`src/rtl/risc_ctrl_fsm.sv`:
```
// risc_ctrl_fsm: multicycle control FSM for the Simple RISC Machine datapath.
// Sequences instruction fetch (with MEM_WAIT memory wait states), decode, ALU,
// MOV, LDR/STR, the branch set B/BEQ/BNE/BLT/BLE/BL/BX/BLX, and HALT.
// Ports:
//   clk, reset               clock, synchronous active-high reset
//   opcode/op/cond           IR[15:13], IR[12:11], IR[10:8] (held in IR after IF2)
//   Z, N, V                  status flags for conditional branches
//   run                      resume request, only looked at in HALT
//   loada..loads, load_*     datapath / IR / PC / address register loads
//   asel, bsel, addr_sel     datapath muxes (addr_sel=1 selects PC)
//   reset_pc, pc_sel         PC control (00 PC+1, 01 PC+sximm8, 10 C)
//   mem_cmd                  00 none, 11 read, 01 write
//   vsel, nsel, write        register-file write source, register select, write enable
//   w, err, state_dbg        waiting indicator, sticky illegal flag, state code
module risc_ctrl_fsm #(
  parameter int MEM_WAIT    = 1,
  parameter int HALT_RESUME = 0,
  parameter int LINK_REG    = 7
) (
  input  logic       clk,
  input  logic       reset,
  input  logic [2:0] opcode,
  input  logic [1:0] op,
  input  logic [2:0] cond,
  input  logic       Z,
  input  logic       N,
  input  logic       V,
  input  logic       run,
  output logic       loada,
  output logic       loadb,
  output logic       loadc,
  output logic       loads,
  output logic       load_ir,
  output logic       load_pc,
  output logic       load_addr,
  output logic       asel,
  output logic       bsel,
  output logic       addr_sel,
  output logic       reset_pc,
  output logic [1:0] pc_sel,
  output logic [1:0] mem_cmd,
  output logic [1:0] vsel,
  output logic [2:0] nsel,
  output logic       write,
  output logic       w,
  output logic       err,
  output logic [5:0] state_dbg
);

  typedef enum logic [5:0] {
    S_RESET = 6'd0,  S_IF1 = 6'd1,     S_WAIT_F = 6'd2,  S_IF2 = 6'd3,
    S_UPDATE_PC = 6'd4, S_DECODE = 6'd5, S_MOV_IMM = 6'd6, S_GET_A = 6'd7,
    S_GET_B = 6'd8,  S_EXEC = 6'd9,    S_WB = 6'd10,     S_CMP = 6'd11,
    S_ADDR = 6'd12,  S_ADDR_C = 6'd13, S_ADDR_LD = 6'd14, S_RD = 6'd15,
    S_WAIT_D = 6'd16, S_LD_WB = 6'd17, S_ST_B = 6'd18,   S_ST_C = 6'd19,
    S_ST_W = 6'd20,  S_BR_PC = 6'd21,  S_LINK = 6'd22,   S_BX_B = 6'd23,
    S_BX_C = 6'd24,  S_BX_PC = 6'd25,  S_HALT = 6'd26
  } state_t;

  localparam logic [3:0] WAIT_INIT = (MEM_WAIT == 0) ? 4'd0 : 4'(MEM_WAIT - 1);
  localparam logic [1:0] MC_READ   = 2'b11;
  localparam logic [1:0] MC_WRITE  = 2'b01;

  state_t     state, next;
  logic [3:0] wcnt;
  logic       cnt_load, cnt_dec, err_set, taken;

  always_ff @(posedge clk) begin
    if (reset) begin
      state <= S_RESET;
      err   <= 1'b0;
      wcnt  <= 4'd0;
    end else begin
      state <= next;
      if (err_set) err <= 1'b1;
      if (cnt_load)     wcnt <= WAIT_INIT;
      else if (cnt_dec) wcnt <= wcnt - 4'd1;
    end
  end

  always_comb begin
    taken = 1'b0;
    case (cond)
      3'b000:  taken = 1'b1;
      3'b001:  taken = Z;
      3'b010:  taken = !Z;
      3'b011:  taken = N ^ V;
      3'b100:  taken = (N ^ V) | Z;
      default: taken = 1'b0;
    endcase
  end

  always_comb begin
    next      = S_RESET;
    cnt_load  = 1'b0;
    cnt_dec   = 1'b0;
    err_set   = 1'b0;
    loada     = 1'b0;  loadb = 1'b0;  loadc = 1'b0;  loads = 1'b0;
    load_ir   = 1'b0;  load_pc = 1'b0;  load_addr = 1'b0;
    asel      = 1'b0;  bsel = 1'b0;  addr_sel = 1'b0;  reset_pc = 1'b0;
    pc_sel    = 2'b00; mem_cmd = 2'b00; vsel = 2'b00; nsel = 3'b000;
    write     = 1'b0;  w = 1'b0;
    case (state)
      S_RESET: begin
        reset_pc = 1'b1; load_pc = 1'b1; w = 1'b1;
        next = S_IF1;
      end
      S_IF1: begin
        addr_sel = 1'b1; mem_cmd = MC_READ;
        if (MEM_WAIT == 0) next = S_IF2;
        else begin next = S_WAIT_F; cnt_load = 1'b1; end
      end
      S_WAIT_F: begin
        addr_sel = 1'b1; mem_cmd = MC_READ;
        if (wcnt == 4'd0) next = S_IF2;
        else begin next = S_WAIT_F; cnt_dec = 1'b1; end
      end
      S_IF2: begin
        addr_sel = 1'b1; mem_cmd = MC_READ; load_ir = 1'b1;
        next = S_UPDATE_PC;
      end
      S_UPDATE_PC: begin
        load_pc = 1'b1;
        next = S_DECODE;
      end
      S_DECODE: begin
        next = S_HALT;
        err_set = 1'b1;
        case (opcode)
          3'b110: begin err_set = 1'b0; next = (op == 2'b10) ? S_MOV_IMM : S_GET_B; end
          3'b101: begin err_set = 1'b0; next = (op == 2'b11) ? S_GET_B : S_GET_A; end
          3'b011, 3'b100: if (op == 2'b00) begin err_set = 1'b0; next = S_ADDR; end
          3'b001: if (op == 2'b00) begin err_set = 1'b0; next = taken ? S_BR_PC : S_IF1; end
          3'b010: if (op != 2'b01) begin
            err_set = 1'b0;
            next = (op == 2'b00) ? S_BX_B : S_LINK;
          end
          3'b111: err_set = 1'b0;
          default: ;
        endcase
      end
      S_MOV_IMM: begin nsel = 3'b100; vsel = 2'b10; write = 1'b1; next = S_IF1; end
      S_GET_A:   begin nsel = 3'b100; loada = 1'b1; next = S_GET_B; end
      S_GET_B: begin
        nsel = 3'b001; loadb = 1'b1;
        next = (opcode == 3'b101 && op == 2'b01) ? S_CMP : S_EXEC;
      end
      // Register MOV passes B through the ALU with A forced to zero.
      S_EXEC:    begin asel = (opcode == 3'b110); loadc = 1'b1; next = S_WB; end
      S_WB:      begin nsel = 3'b010; write = 1'b1; next = S_IF1; end
      S_CMP:     begin loads = 1'b1; next = S_IF1; end
      S_ADDR:    begin nsel = 3'b100; loada = 1'b1; next = S_ADDR_C; end
      S_ADDR_C:  begin bsel = 1'b1; loadc = 1'b1; next = S_ADDR_LD; end
      S_ADDR_LD: begin load_addr = 1'b1; next = (opcode == 3'b011) ? S_RD : S_ST_B; end
      S_RD: begin
        mem_cmd = MC_READ;
        if (MEM_WAIT == 0) next = S_LD_WB;
        else begin next = S_WAIT_D; cnt_load = 1'b1; end
      end
      S_WAIT_D: begin
        mem_cmd = MC_READ;
        if (wcnt == 4'd0) next = S_LD_WB;
        else begin next = S_WAIT_D; cnt_dec = 1'b1; end
      end
      // Read command stays asserted so mdata is still valid during the write.
      S_LD_WB: begin
        mem_cmd = MC_READ; nsel = 3'b010; vsel = 2'b11; write = 1'b1;
        next = S_IF1;
      end
      S_ST_B:  begin nsel = 3'b010; loadb = 1'b1; next = S_ST_C; end
      S_ST_C:  begin asel = 1'b1; loadc = 1'b1; next = S_ST_W; end
      S_ST_W:  begin mem_cmd = MC_WRITE; next = S_IF1; end
      S_BR_PC: begin load_pc = 1'b1; pc_sel = 2'b01; next = S_IF1; end
      // PC already points at the next instruction after UPDATE_PC.
      S_LINK: begin
        nsel = 3'(LINK_REG); vsel = 2'b01; write = 1'b1;
        next = (op == 2'b11) ? S_BR_PC : S_BX_B;
      end
      S_BX_B:  begin nsel = 3'b010; loadb = 1'b1; next = S_BX_C; end
      S_BX_C:  begin asel = 1'b1; loadc = 1'b1; next = S_BX_PC; end
      S_BX_PC: begin load_pc = 1'b1; pc_sel = 2'b10; next = S_IF1; end
      S_HALT: begin
        w = 1'b1;
        next = (HALT_RESUME != 0 && run) ? S_IF1 : S_HALT;
      end
      default: next = S_RESET;
    endcase
  end

  assign state_dbg = state;

endmodule
```
`config.mk`:
```
export PLATFORM = sky130hd
export DESIGN_NAME = risc_ctrl_fsm
export DESIGN_NICKNAME = d
export VERILOG_FILES = /design/src/rtl/risc_ctrl_fsm.sv
export SDC_FILE = /design/constraint.sdc
export NUM_CORES = 1
export LEC_CHECK = 0
export ABC_AREA = 1
export CAP_MARGIN = 0
export CORE_MARGIN = 1.5
export CORE_UTILIZATION = 51
export CTS_BUF_LIST = sky130_fd_sc_hd__clkbuf_4
export DETAILED_ROUTE_END_ITERATION = 10
export PLACE_DENSITY_LB_ADDON = 0.05
export SYNTH_ARGS = -nofsm -noshare
export SYNTH_HDL_FRONTEND = slang
export SYNTH_SLANG_ARGS = --single-unit
export TNS_END_PERCENT = 100
```
`constraint.sdc`:
```
create_clock -name clk -period 2.3 [get_ports clk]
set_input_delay 0.69 -clock clk [delete_from_list [all_inputs] [get_ports clk]]
set_output_delay 0.69 -clock clk [all_outputs]
set_load 0.01 [all_outputs]
```
==> metrics.yaml <==
outcome:
  status: "finished, violations left"
  violations: "negative setup slack"
setup_path:
  critPathMaxFanout: 6
  r2r_start: "state_dbg[3]"
  critPathLaunch: "state_dbg[0]"
  critical_path.startpoint_type: "flip-flop"
  arrival_ps: 1620
  worstPathRequired_ps: 1610
  crit_path_end_kind: "primary output"
  path_class: "reg2out"
  r2r_cells: 10
synth:
  synth_top_cell_area_share_pct: 24.0
  synth-seq-cells: 10
  syn-num-nets: 264
  synth_area_um2: 1270
  seq_area_frac_synth_pct: 15.8
  synth.area.top_cells: "nand2_1 (24%), dfxtp_1 (16%), nand3_1 (15%)"
  yosysUniqueCellTypes: 24
  synth_area_per_cell_um2: 5.11
  synthCells: 248
  yosysWarnings: 0
  synth_top_cell_by_area: "nand2_1"
sta:
  rsz0062_at_grt: "yes"
  setup_ws_ps: -10.2
  max_freq_ghz: 0.433
  drv_slew: 0
  skew_ps: 3.26
  hold_viol_final: 0
  period_share_pct: 100
  whs_ps: 467
  finalSetupViolCount: 1
  fin_crit_ps: 2310
layout:
  layout.nets: 336
  final_layout_size_suffix_gt1_share_pct: 22.3
  final_cell_mix: "nand2_1 (79), inv_1 (35), nand3_1 (34), buf_4 (30), nor2_1 (28)"
  postLayoutCoreUtil_pct: 88.9
  area_growth_pct: 59.6
  fill_cells: 127
  diodes: 0
  seqCellArea_um2: 216
  multi_input_area_um2: 967
  mostFrequentLayoutCell: "nand2_1"
routing:
  via_count: 1996
  drc: 0
  wl_per_cell_um: 14.7
  drt.antenna.violating_nets: 0
  viasPerCell: 5.77
  firstDrtPassIters: 5
  routed_wl_mm: 5.07
  drtIter0Drc: 182
clocking:
  insertion_delay_ps: 260
  cts_num_sinks: 10
  numCtsBuffers: 3
  cts_tree: "built"
  cts.clk_slew.worst_paths_ps: 60
  cts_max_level: 1
  clk_path_buf_depth: 2
  cts-root-buf: "clkbuf_4"
placed_design:
  gp_congestion: 1.02
  io_buffers: 40
  dpl.hpwl_mm: 3.31
floorplanning:
  coreArea_um2: 2280
  io-pin-count: 43
  dieArea_um2: 2790
  start_util_pct: 55.7
  dieWidth_um: 52.9
  num_rows: 17
  fp.dieH_um: 52.9
hold_path:
  hold_path.startpoint: "wcnt[3]"
  hp-class: "reg2reg"
  holdPathStages: 2
power_and_ir_drop:
  ir_worst_vdd_mv: 0.717
  power.density_nw_per_um2: 661
  leakagePower_nw: 1.20
global_routing:
  grt_pass1_wl_mm: 7.54
  antenna_found_initial: 0
  grt_max_degree: 13
  globalRouteTotalUtil_pct: 36.5
  grt_pass1_vias: 1713
  gr-total-overflow: 0
run:
  maxCapViolations: 0
-- worst paths after layout --
path,slack [ps],to
max,-10,mem_cmd[0]
min,470,wcnt[3]
max reg2reg,730,wcnt[0]
min reg2reg,470,wcnt[3]
-- critical path, cell delays in order, from the launching register on --
cell,delay (ps)
dfxtp_4,370
nand2_1,90
inv_1,90
nand2_1,120
nor2_2,60
buf_4,130
nor3_2,130
nand3_1,90
dlygate4sd2_1,290
-- per-stage QoR --
step                TNS, ps  setup WS (ps)  instance area [µm²]  std cells  power (mW)
finish                -10.2          -10.2                 2020        346        1.34
global route           -256          -83.3                 2020        346        1.42
CTS                    -396           -169                 1950        343        1.27
detailed placement     -575           -448                 1890        340        1.15
global placement       -384           -363                 1890        340        1.13
floorplan                 0            293                 1270        248       0.655
-- state kept, by name, indices dropped and copies added (netlist names) --
signal,cells
state_dbg,5
wcnt,4
err,1
-- logic make-up (layout without fill, tap and decap cells) --
family	count (synthesis)	after routing	share of synthesized area, %
fa+ha+maj	2	2	1.97
flops	10	10	15.8
xor+xnor	1	1	0.691
compound gates	17	17	7.01
buf+inv	45	115	13.9
simple gates	172	172	60.3
other cells	1	1	0.296
-- layer usage --
layer  vias to the layer above  wire [µm]  track usage, %  part of all wire (%)
met5                         -          0               0                     0
met4                         0        242            16.2                   4.8
met3                        36        542            6.78                    11
met2                       161       2380            61.7                    47
met1                       872       1910            44.6                    38
li1                        927          -               -                     -
-- where the power goes --
part / switching, mW / internal, mW
Clock: 0.0538 / 0.0602
Combinational: 0.522 / 0.442
Sequential: 0.0524 / 0.207
-- Yosys cell counts --
master and n:
xor2_1 1, nand4_1 6, o21ai_1 1, nor3_1 2, o21ai_0 6, inv_1 38, ha_1 2, nand3_1 38
nor2_1 35, a21oi_2 1, nand3_2 1, inv_2 3, nor2_8 1, buf_4 1, dfxtp_1 10, nor2_4 1
nand3b_1 2, and2_1 1, nand2_1 81, conb_1 1, buf_2 3, nor2_2 3, a21oi_1 9, nor3_2 1
-- timing repair --
item | in CTS | in global routing
setup endpoints to repair | 22 | 13
setup buffers | 0 | 3
endpoints found under the hold margin | 0 | 0
hold buffers | 0 | 0
gates resized for setup | 43 | 24
pin swaps | 1 | 4
cloned | 0 | 0
-- cell type report --
type	instances	area share, %
Inverter	41	7.61
Tap cell	28	1.73
Timing Repair Buffer	71	31.0
Multi-Input combinational cell	193	47.8
Clock buffer	3	1.11
Sequential cell	10	10.7
No activity file was read; power rests on OpenSTA's default activity.
